[config.mk]
export PLATFORM = sky130hd
export DESIGN_NAME = count_monitor
export DESIGN_NICKNAME = d
export VERILOG_FILES = /design/src/rtl/count_monitor.sv
export SDC_FILE = /design/constraint.sdc
export NUM_CORES = 1
export LEC_CHECK = 0
export CAP_MARGIN = 20
export CORE_MARGIN = 8
export CORE_UTILIZATION = 47
export CTS_BUF_LIST = sky130_fd_sc_hd__clkbuf_8
export CTS_CLUSTER_DIAMETER = 50
export DETAILED_ROUTE_END_ITERATION = 10
export PLACE_DENSITY = 0.86
export SLEW_MARGIN = 10
export SYNTH_ARGS = -nofsm -noshare
export SYNTH_HDL_FRONTEND = slang
export SYNTH_SLANG_ARGS = --single-unit
[constraint.sdc]
create_clock -name clk -period 2.2 [get_ports clk]
set_clock_uncertainty 0.2 [all_clocks]
set_input_delay 0.22 -clock clk [delete_from_list [all_inputs] [get_ports clk]]
set_output_delay 0.22 -clock clk [all_outputs]
set_load 0.02 [all_outputs]
[src/rtl/count_monitor.sv]
// count_monitor: receive-side checker for a free-running up-counter bus.
// Each valid sample must equal the previous sample + 1 (mod 2^WIDTH).
// Reports lock status, one-cycle error pulses and a saturating error tally.
// Optional stuck-value detection is built when COUNT_MON_STUCK_EN is defined;
// otherwise the stuck port is tied low.
module count_monitor #(
  parameter int WIDTH     = 4,
  parameter int LOCK_CNT  = 3,
  parameter int ERR_W     = 8,
  parameter int STUCK_LIM = 4
) (
  input  logic             clk,
  input  logic             rst_n,
  input  logic             valid_in,
  input  logic [WIDTH-1:0] count_in,
  input  logic             clear,
  output logic             locked,
  output logic             err_pulse,
  output logic [ERR_W-1:0] err_count,
  output logic [WIDTH-1:0] last_count,
  output logic             stuck,
  input  logic             vdd,
  input  logic             gnd
);

  localparam int GOOD_W = $clog2(LOCK_CNT + 1);

  typedef enum logic [1:0] {
    IDLE = 2'd0,
    ACQ  = 2'd1,
    LOCK = 2'd2
  } state_t;

  state_t            state, state_nxt;
  logic [GOOD_W-1:0] good, good_nxt;
  logic              locked_nxt;
  logic              err_pulse_nxt;
  logic [ERR_W-1:0]  err_count_nxt;
  logic [WIDTH-1:0]  last_count_nxt;
  logic [WIDTH-1:0]  expected;
  logic              match;

  // Power pins carry no logic; fold them (and the stuck limit) into a sink.
  logic unused_pins;
  assign unused_pins = vdd ^ gnd ^ (STUCK_LIM == 0);

  // Error tally holds at all-ones instead of wrapping.
  function automatic logic [ERR_W-1:0] sat_inc(input logic [ERR_W-1:0] v);
    return (&v) ? v : v + ERR_W'(1);
  endfunction

  // Wrap from all-ones to zero is a legal increment.
  assign expected = last_count + WIDTH'(1);
  assign match    = (count_in == expected);

  // State and registered outputs.
  always_ff @(posedge clk or negedge rst_n) begin
    if (!rst_n) begin
      state      <= IDLE;
      good       <= '0;
      locked     <= 1'b0;
      err_pulse  <= 1'b0;
      err_count  <= '0;
      last_count <= '0;
    end else begin
      state      <= state_nxt;
      good       <= good_nxt;
      locked     <= locked_nxt;
      err_pulse  <= err_pulse_nxt;
      err_count  <= err_count_nxt;
      last_count <= last_count_nxt;
    end
  end

  // Next-state and next-output decode; clear outranks a coincident sample.
  always_comb begin
    state_nxt      = state;
    good_nxt       = good;
    locked_nxt     = locked;
    err_pulse_nxt  = 1'b0;
    err_count_nxt  = err_count;
    last_count_nxt = last_count;
    if (clear) begin
      state_nxt     = IDLE;
      good_nxt      = '0;
      locked_nxt    = 1'b0;
      err_count_nxt = '0;
    end else if (valid_in) begin
      // Every accepted sample becomes the new reference, good or bad.
      last_count_nxt = count_in;
      case (state)
        IDLE: begin
          state_nxt = ACQ;
          good_nxt  = '0;
        end
        ACQ: begin
          if (match) begin
            good_nxt = good + GOOD_W'(1);
            if (good == GOOD_W'(LOCK_CNT - 1)) begin
              state_nxt  = LOCK;
              locked_nxt = 1'b1;
            end
          end else begin
            good_nxt = '0;
          end
        end
        LOCK: begin
          if (!match) begin
            state_nxt     = ACQ;
            good_nxt      = '0;
            locked_nxt    = 1'b0;
            err_pulse_nxt = 1'b1;
            err_count_nxt = sat_inc(err_count);
          end
        end
        default: begin
          state_nxt  = IDLE;
          good_nxt   = '0;
          locked_nxt = 1'b0;
        end
      endcase
    end
  end

`ifdef COUNT_MON_STUCK_EN
  localparam int REP_W = $clog2(STUCK_LIM + 1);

  logic [REP_W-1:0] rep;
  logic [REP_W-1:0] rep_inc;

  // Repeat count saturates at the limit so stuck stays asserted.
  assign rep_inc = (rep == REP_W'(STUCK_LIM)) ? rep : rep + REP_W'(1);

  // Track consecutive repeats of the last accepted value.
  always_ff @(posedge clk or negedge rst_n) begin
    if (!rst_n) begin
      rep   <= '0;
      stuck <= 1'b0;
    end else if (clear) begin
      rep   <= '0;
      stuck <= 1'b0;
    end else if (valid_in) begin
      if (count_in == last_count) begin
        rep   <= rep_inc;
        stuck <= (rep_inc == REP_W'(STUCK_LIM));
      end else begin
        rep   <= '0;
        stuck <= 1'b0;
      end
    end
  end
`else
  assign stuck = 1'b0;
`endif

endmodule

==> metrics <==
CP Data Arrival Time ~2.1 ns; Worst Hold Class in -> async; CTS Buf Count 3; Num Clock Sinks 18; Synth top cells by count dfrtp_1 (18), nor2_1 (11), mux2_2 (10), nand2_1 (8), nor2b_1 (8); Final Hold Violating Endpoints 0; initial antenna violation count 0; post-route cell area approximately 1500 µm²; first-pass GRT wire length 4.788 mm; WL/cell 15.32 µm; Die Wd 65.54 µm; Skew-Pair Late Insertion Delay between 0.2 and 0.3 ns; Final #Nets roughly 160; RePlAce Congestion 0.8410; CP peak stage delay just over 0.4 ns; Final Util between 60 and 70%; die area about 4300 µm²; GRT Util Overall between 10% and 20%; Post-CTS Hold Buffers 0; DR iter-0 viols 60; grt ovf 0; post-CTS resize count 1; final period utilization a little over nine tenths; share of cells above drive strength 1 a little over a fifth; most numerous cell in the Yosys netlist dfrtp_1; routed via count 1004; Setup Fix Bufs, Post-CTS 0; setup ws final around 0.059 ns; area leader, netlist dfrtp_1; vias in the first global route about 1100; slowest stage cell on the critical path dfrtp_2; worst-case reg-to-reg path depth 6; VDD IR-drop max slightly below 0.0005 V; Final HPWL DP between 2 and 2.5 mm; Finish-stage setup viols 0; top cells by area, synth dfrtp_1 (39%), mux2_2 (9.8%), nor2b_1 (4.3%), nor2_1 (3.6%), a211oi_1 (3.3%); Post-Syn Area 1154 µm²; Chip Height between 60 and 70 µm; net count after synthesis 131; Core Region 2410 µm²; final WL ~2.7 mm; Syn. warnings 0; pre-CTS setup slack roughly 0.010 ns; largest net degree at the start of global routing 19; Netlist cell types 38; # H-tree levels 1; RSZ-0062 raised after global routing false; Synth Register Bits 18; Worst-path clk slew ~0.07 ns; port buffer count 21; Syn Inst Count between 100 and 150; sequential-to-total area share from yosys stat about two fifths; Synth top area share between 30% and 40%; Max Clk Rate around 0.47 GHz; Post-synth EDFFs 0; Synth async-reset ratio 100.0%; DP Area 1451 µm²; min cycle time layout about 2.1 ns; antenna viol nets, final 0; CP Capture Type flop; Residual DRC 0; synthesis-to-finish area growth 31.02%; Hold WS ~0.095 ns; IO Pins 25; ANT cells 0; outcome finished, final reports clean; CP Launch Type flop; worst-path cell chain ha_1 -> xor2_1 -> nor3_4 -> buf_4 -> a211oi_1 -> mux2_2; static leakage power 0.6285 nW; ys flop type dfrtp_1; Root Buffer Master clkbuf_8; row cnt 18; via-per-instance ratio between 5 and 6; CTS tree yes; drt first pass iters 4; synthesized area per cell about 10 µm²; post-route setup TNS 0 ns; PD cells between 500 and 600 nW/µm²; CTS Buffer Depth 2; max-slew violation count 0; worst setup path category reg -> reg; Initial Util a little under half; critical path fanouts, max 5; Max-Cap Viols 0; Required @ worst endpoint roughly 2.1 ns
-- per-stage QoR --
step | instances | total power, mW
floorplan | 118 | 0.5042
global placement | 173 | 0.5906
detailed placement | 173 | 0.6003
CTS | 177 | 0.8737
global route | 177 | 0.9128
finish | 177 | 0.8663
-- area by class of cell --
class	count	area (µm²)
fillers	203	898.4
multi-input cells	89	654.4
flip-flops and latches	18	452.9
repair buffers	33	300.3
clock buffers	4	55.05
well taps	30	37.54
inverters	3	11.26
-- registers in the layout, indices dropped and copies added (netlist names) --
name / flops
last_count: 4
state: 2
good: 2
err_pulse: 1
locked: 1
err_count: 8
-- path summary, 6_finish.rpt --
check | endpoint | start | slack [ns]
max | err_count[5] | last_count[0] | 0.06
min | state[1] | rst_n | 0.1
max reg2reg | err_count[5] | last_count[0] | 0.06
min reg2reg | good[0] | good[0] | 0.35
max in group asynchronous | last_count[0] | rst_n | 1.49
min in group clk | good[0] | good[0] | 0.35
-- kinds of logic after synthesis --
family / synth area share [%]
flip-flops: 39.05
adder cells (fa/ha/maj): 3.254
buffers and inverters: 4.664
multiplexers: 11.93
AO/OA/AOI/OAI: 13.88
other: 0.3251
XOR/XNOR: 5.098
AND/OR/NAND/NOR: 21.80
-- where the power goes --
group	internal [mW]	total (mW)	switching (mW)
clock network	0.159	0.270	0.111
logic	0.111	0.239	0.128
registers	0.344	0.357	0.0129
-- metal layers --
metal | up-vias | routed length [µm] | global-route usage [%]
met5 | - | 0 | 0
met3 | 5 | 170 | 4.082
met4 | 0 | 40 | 5.995
met1 | 484 | 1197 | 15.77
li1 | 480 | - | -
met2 | 35 | 1302 | 23.74
-- worst max-delay path, delay by kind of cell, from the launching register on --
family / cells / cell delay, ns
buffers and inverters: 1 / 0.16
adder cells (fa/ha/maj): 1 / 0.30
AO/OA/AOI/OAI: 1 / 0.26
flip-flops: 1 / 0.41
multiplexers: 1 / 0.37
XOR/XNOR: 1 / 0.25
AND/OR/NAND/NOR: 1 / 0.07
-- placed cells by master, fill, tap and decap left out, types with 4 or more instances in the layout --
cell type	instances
a211oi_1	4
buf_4	12
clkbuf_8	4
clkdlybuf4s50_1	21
dfrtp_1	16
mux2_2	10
nand2_1	8
nand2b_1	4
nand3_1	6
nor2_1	11
nor2b_1	8
(Power assumes the default switching activity.)
